[config.mk]
export PLATFORM = sky130hd
export DESIGN_NAME = emulib_ram_scan_adapter
export DESIGN_NICKNAME = d
export VERILOG_FILES = /design/src/rtl/emulib_scan_pkg.sv /design/src/rtl/emulib_scan_ram_core.sv /design/src/rtl/emulib_ram_scan_adapter.sv
export SDC_FILE = /design/constraint.sdc
export NUM_CORES = 1
export LEC_CHECK = 0
export BUFFER_PORTS_ARGS = -buffer_cell sky130_fd_sc_hd__buf_2
export CAP_MARGIN = 20
export CORE_UTILIZATION = 40
export CTS_CLUSTER_SIZE = 25
export DETAILED_ROUTE_END_ITERATION = 6
export PLACE_DENSITY = 0.67
export SYNTH_ARGS = -nofsm -noshare
export SYNTH_HDL_FRONTEND = slang
export SYNTH_SLANG_ARGS = --single-unit
[constraint.sdc]
create_clock -name host_clk -period 8.08 [get_ports host_clk]
set_input_delay 1.212 -clock host_clk [delete_from_list [all_inputs] [get_ports host_clk]]
set_output_delay 1.212 -clock host_clk [all_outputs]
set_load 0.05 [all_outputs]
[src/rtl/emulib_scan_pkg.sv]
// Constants shared by the memory scan controller and its per-memory adapters.
package emulib_scan_pkg;
  localparam logic        SCAN_DIR_OUT     = 1'b0;
  localparam logic        SCAN_DIR_IN      = 1'b1;
  localparam int unsigned SCAN_WORD_WIDTH  = 64;
  localparam int unsigned SCAN_OUT_LATENCY = 2;
endpackage

[src/rtl/emulib_scan_ram_core.sv]
// DEPTH x WIDTH single-port synchronous RAM with registered read data.
module emulib_scan_ram_core #(
  parameter int unsigned DEPTH      = 16,
  parameter int unsigned WIDTH      = 64,
  parameter int unsigned ADDR_WIDTH = ($clog2(DEPTH) > 1) ? $clog2(DEPTH) : 1
) (
  input  logic                  clk,
  input  logic                  en,
  input  logic                  wen,
  input  logic [ADDR_WIDTH-1:0] addr,
  input  logic [WIDTH-1:0]      wdata,
  output logic [WIDTH-1:0]      rdata
);

  logic [WIDTH-1:0] mem_q [DEPTH];
  logic [WIDTH-1:0] rdata_q;

  always_ff @(posedge clk) begin
    if (en) begin
      if (wen) mem_q[addr] <= wdata;
      else     rdata_q     <= mem_q[addr];
    end
  end

  assign rdata = rdata_q;

endmodule

[src/rtl/emulib_ram_scan_adapter.sv]
// Scan responder for one DUT memory: sequential scan-in/scan-out walker muxed
// with the DUT's own single-port access onto one physical RAM port.
module emulib_ram_scan_adapter
  import emulib_scan_pkg::*;
#(
  parameter int unsigned DEPTH      = 16,
  parameter int unsigned WIDTH      = 64,
  parameter int unsigned ADDR_WIDTH = ($clog2(DEPTH) > 1) ? $clog2(DEPTH) : 1
) (
  input  logic                       host_clk,
  input  logic                       host_rst,
  input  logic                       ram_sr,
  input  logic                       ram_se,
  input  logic                       ram_sd,
  input  logic [SCAN_WORD_WIDTH-1:0] ram_di,
  output logic [SCAN_WORD_WIDTH-1:0] ram_do,
  input  logic                       dut_en,
  input  logic                       dut_wen,
  input  logic [ADDR_WIDTH-1:0]      dut_addr,
  input  logic [WIDTH-1:0]           dut_wdata,
  output logic [WIDTH-1:0]           dut_rdata
);

  logic [ADDR_WIDTH-1:0] scan_addr_q, scan_addr_d;
  logic                  s1_vld_q, s1_vld_d;
  logic [WIDTH-1:0]      s1_hold_q, s1_hold_d;
  logic [WIDTH-1:0]      s2_q, s2_d;
  logic                  dut_rd_vld_q, dut_rd_vld_d;
  logic                  dut_oor_q, dut_oor_d;
  logic [WIDTH-1:0]      dut_hold_q, dut_hold_d;

  logic                  scan_active_c, scan_in_beat_c, scan_out_beat_c, dut_ok_c;
  logic                  core_en_c, core_wen_c;
  logic [ADDR_WIDTH-1:0] core_addr_c;
  logic [WIDTH-1:0]      core_wdata_c, core_rdata;
  logic [WIDTH-1:0]      s1_c, dut_rdata_c;
  logic                  unused_di_c;

  assign unused_di_c = ^ram_di;

  // Port mux: any scan activity owns the RAM; DUT gets it only when scan is idle.
  always_comb begin
    scan_active_c   = ram_sr | ram_se;
    scan_in_beat_c  = ram_se & ~ram_sr & (ram_sd == SCAN_DIR_IN);
    scan_out_beat_c = ram_se & ~ram_sr & (ram_sd == SCAN_DIR_OUT);
    dut_ok_c        = ~scan_active_c & dut_en & (32'(dut_addr) < DEPTH);
    core_en_c       = scan_in_beat_c | scan_out_beat_c | dut_ok_c;
    core_wen_c      = scan_in_beat_c | (dut_ok_c & dut_wen);
    core_addr_c     = (scan_in_beat_c | scan_out_beat_c) ? scan_addr_q : dut_addr;
    core_wdata_c    = scan_in_beat_c ? ram_di[WIDTH-1:0] : dut_wdata;
  end

  emulib_scan_ram_core #(
    .DEPTH      (DEPTH),
    .WIDTH      (WIDTH),
    .ADDR_WIDTH (ADDR_WIDTH)
  ) u_core (
    .clk   (host_clk),
    .en    (core_en_c),
    .wen   (core_wen_c),
    .addr  (core_addr_c),
    .wdata (core_wdata_c),
    .rdata (core_rdata)
  );

  // The core's read register is s1 right after a scan read; a shadow keeps it
  // stable across stalls in case an interleaved DUT read reuses the port.
  always_comb begin
    s1_c        = s1_vld_q ? core_rdata : s1_hold_q;
    dut_rdata_c = dut_rd_vld_q ? (dut_oor_q ? '0 : core_rdata) : dut_hold_q;
  end

  always_comb begin
    scan_addr_d  = scan_addr_q;
    s1_vld_d     = scan_out_beat_c;
    s1_hold_d    = s1_c;
    s2_d         = s2_q;
    dut_rd_vld_d = ~scan_active_c & dut_en & ~dut_wen;
    dut_oor_d    = ~(32'(dut_addr) < DEPTH);
    dut_hold_d   = dut_rdata_c;
    if (ram_sr) begin
      scan_addr_d = '0;
      s1_vld_d    = 1'b0;
      s1_hold_d   = '0;
      s2_d        = '0;
    end else if (ram_se) begin
      scan_addr_d = (scan_addr_q == ADDR_WIDTH'(DEPTH - 1)) ? '0
                                                            : scan_addr_q + ADDR_WIDTH'(1);
      if (scan_out_beat_c) s2_d = s1_c;
    end
  end

  always_ff @(posedge host_clk) begin
    if (host_rst) begin
      scan_addr_q  <= '0;
      s1_vld_q     <= 1'b0;
      s1_hold_q    <= '0;
      s2_q         <= '0;
      dut_rd_vld_q <= 1'b0;
      dut_oor_q    <= 1'b0;
      dut_hold_q   <= '0;
    end else begin
      scan_addr_q  <= scan_addr_d;
      s1_vld_q     <= s1_vld_d;
      s1_hold_q    <= s1_hold_d;
      s2_q         <= s2_d;
      dut_rd_vld_q <= dut_rd_vld_d;
      dut_oor_q    <= dut_oor_d;
      dut_hold_q   <= dut_hold_d;
    end
  end

  assign ram_do    = SCAN_WORD_WIDTH'(s2_q);
  assign dut_rdata = dut_rdata_c;

endmodule

==> impl_metrics.csv <==
group,metric,value,unit
status,outcome,"finished clean",
detailed_routing,drtIter0Drc,2953,
synthesis,ys_ff_latch,1286,
worst_setup_path,worstReg2RegEnd,"u_core.rdata[1]",
floorplan,core-area,0.116,mm^2
hold_path,hold_class,"flop to flop",
floorplan,die_area,0.119,mm^2
hold_path,hold_end,"s1_hold_q[42]",
clocking,cts_root_buf,"clkbuf_16",
job,maxCapViolCount,0,
detailed_routing,remaining_drc_errors,0,
synthesis,synth_ff_type,"edfxtp_1",
worst_setup_path,rr_startpoint,"scan_addr_q[1]",
floorplan,die_y,345,um
placed_design,post-place-ws,2.61,ns
timing,drv_slew,0,
finish,drive_above_1_share,20.3,%
detailed_routing,wirelength,118,mm
detailed_routing,via_per_inst,5.73,
placed_design,gp_congestion,0.779,
synthesis,netlist_area,0.0470,mm^2
timing,setup_ws,3.58,ns
timing,finClkSkew,0.0214,ns
synthesis,synthCells,2836,
floorplan,fp.dieW,345,um
synthesis,syn_nets,2976,
finish,layout_common_cells,"edfxtp_1 (1088), a22oi_1 (512), buf_2 (265)",
synthesis,ys_types,35,
placed_design,dp.cells,4469,
timing,min_period,4.50,ns
timing,tns,0,ns
finish,syn_to_final_growth,14.7,%
worst_setup_path,cp_common_cell,"buf_4",
worst_setup_path,cp_max_fo,71,
worst_setup_path,crit_family,"buffers and inverters",
timing,hold_viol,0,
clocking,path_clk_slew,0.06,ns
grt,grt_start_max_net_pins,151,
grt,grt_pass1_wl,172,mm
synthesis,postSynthAreaPerCell,16.6,um^2
pwr,ir_drop,0.206,mV
synthesis,yosys_warnings,0,
timing,tightest_slew,1.14,ns
worst_setup_path,r2r_slack,3.87,ns
synthesis,synth-edff-count,1088,
pwr,powerDensity,254,mW/mm^2
timing,relSlewSlack,24.1,%
timing,whs,0.486,ns
finish,final_common_cell,"edfxtp_1",
timing,fmax,222,MHz
floorplan,io_pins,267,
clocking,clock-sinks,1286,
synthesis,ys_seq_area_share,77.9,%
clocking,htreeDepth,4,
timing,setup_violations,0,
finish,fin_nets,3223,
clocking,cts_setup_buffers,0,
placed_design,port_buffers,266,
worst_setup_path,worstPathRequired,8.67,ns
worst_setup_path,path_buf_inv,3,
synthesis,synth_top_cell_area_share,69.5,%
clocking,cts_resized,0,
grt,antenna_found_initial,3,
floorplan,rows,125,
clocking,cts_max_path_buffers,3,
timing,post-route-period-util,55.8,%
grt,track_usage,19.6,%
synthesis,synth_area_leaders,"edfxtp_1 (69%), dfxtp_1 (8.4%), a22oi_1 (8.2%)",
detailed_routing,firstDrtPassIters,5,
worst_setup_path,crit_path_end_kind,"flop",
worst_setup_path,cp_slowest_stage_delay,0.86,ns
finish,diodes,0,
detailed_routing,wire_per_inst,25.2,um
worst_setup_path,crit_path_top_delay_cell,"buf_4",
timing,rsz0062_at_grt,"no",
clocking,cts_hold_buffers,0,
hold_path,whs_path_depth,2,
finish,fill_cells,9919,
placed_design,dp_hpwl,64.2,mm
worst_setup_path,start_kind,"input port",
worst_setup_path,worstSetupPathType,"input port to flop",
clocking,tritoncts,"built",
grt,grt_pass1_vias,25900,
detailed_routing,drtAntennaViolNets,0,
worst_setup_path,critical_path_arrival,5.09,ns
synthesis,yosys.area.top_type,"edfxtp_1",
pwr,p_leak,17.6,nW
finish,utilization,46.4,%
detailed_routing,vias,27000,
worst_setup_path,crit_path_cell_trace,"buf_2 -> nand2b_4 -> a31o_4 -> buf_4 -> buf_4 -> a22oi_1 -> a21oi_1 -> or4_1",
hold_path,holdCritStartpoint,"s1_hold_q[42]",
floorplan,start_util,40.4,%
synthesis,synthArstFlopShare,0,%
finish,final_cells,4704,
grt,grt_overflow_total,0,
worst_setup_path,reg2reg_depth,7,
clocking,insertion_delay,0.73,ns
clocking,cts_made_buffers,132,
[Yosys cell counts, drive strengths merged (4+ instances only)]
cell type / number
a211oi: 64
a21oi: 260
a22oi: 512
a31oi: 4
buf: 80
clkbuf: 122
dfxtp: 198
edfxtp: 1088
inv: 5
mux2: 128
mux2i: 66
nand2: 10
nor2: 150
nor2b: 64
or4: 64
[logic make-up after synthesis]
group | Yosys count | share of synthesized area, %
adders and majority gates | 1 | 0.0266
and+or+nand+nor | 302 | 3.38
DFF | 1286 | 77.9
buffers and inverters | 207 | 2.07
muxes | 194 | 4.47
xor gates and xnor gates | 1 | 0.0186
AOI/OAI and AO/OA | 845 | 12.1
[stage by stage]
stage / power [mW] / cell area [um^2]
final: 13.7 / 54000
after detailed placement: 8.25 / 49900
after global routing: 14.1 / 54000
after CTS: 13.8 / 53900
after global placement: 8.24 / 49900
after floorplan: 7.95 / 47000
[worst reg2reg max path: cells and delay by family, from the launching register on]
family,cells,cell delay (ns)
buf+inv,2,1.74
compound gates,3,1.36
simple gates,2,0.56
flops,1,0.43
[worst max path at each step]
| stage | from | cells past startpoint | slack [ns] | to |
|---|---|---|---|---|
| CTS | ram_sr | 6 | 3.36 | u_core.mem_q[11][25] |
| detailed placement | ram_sr | 6 | 2.61 | u_core.mem_q[11][7] |
| finish | ram_sr | 8 | 3.58 | u_core.rdata[1] |
| global placement | ram_sr | 6 | 2.63 | u_core.mem_q[11][21] |
| global route | ram_se | 8 | 3.42 | u_core.rdata[57] |
| floorplan | ram_se | 5 | 1.55 | u_core.rdata[0] |
[routing by layer]
layer  vias to the layer above  track usage (%)  routed length (um)
met5                         -                0                   0
met4                         0             6.05                2850
met3                       190             4.01               10500
met2                      1269             29.9               53500
met1                     13700             28.3               51500
li1                      11800                -                   -
[power by group]
part           total (mW)  switching [mW]  internal (mW)
sequential           7.37          0.0609           7.31
combinational       0.746           0.538          0.209
clock                5.59            2.46           3.13
total                13.7            3.06           10.6
[sequential cells by signal, summed over array words and instances (netlist names)]
register	cells
scan_addr_q	4
s1_vld_q	1
u_core.rdata	64
dut_hold_q	64
s1_hold_q	64
u_core.mem_q	1024
ram_do	64
dut_rd_vld_q	1
[area by class of cell]
type / instances / area [um^2] / area share (%)
sequential: 1286 / 36600 / 67.9
tap: 1524 / 1910 / 3.53
inverter: 5 / 18.8 / 0.0348
clock buffer: 175 / 3540 / 6.56
multi-input combinational: 1343 / 9640 / 17.9
clock inverter: 56 / 388 / 0.719
timing repair buffer: 315 / 1820 / 3.37
Power figures use the tool's default switching activity.
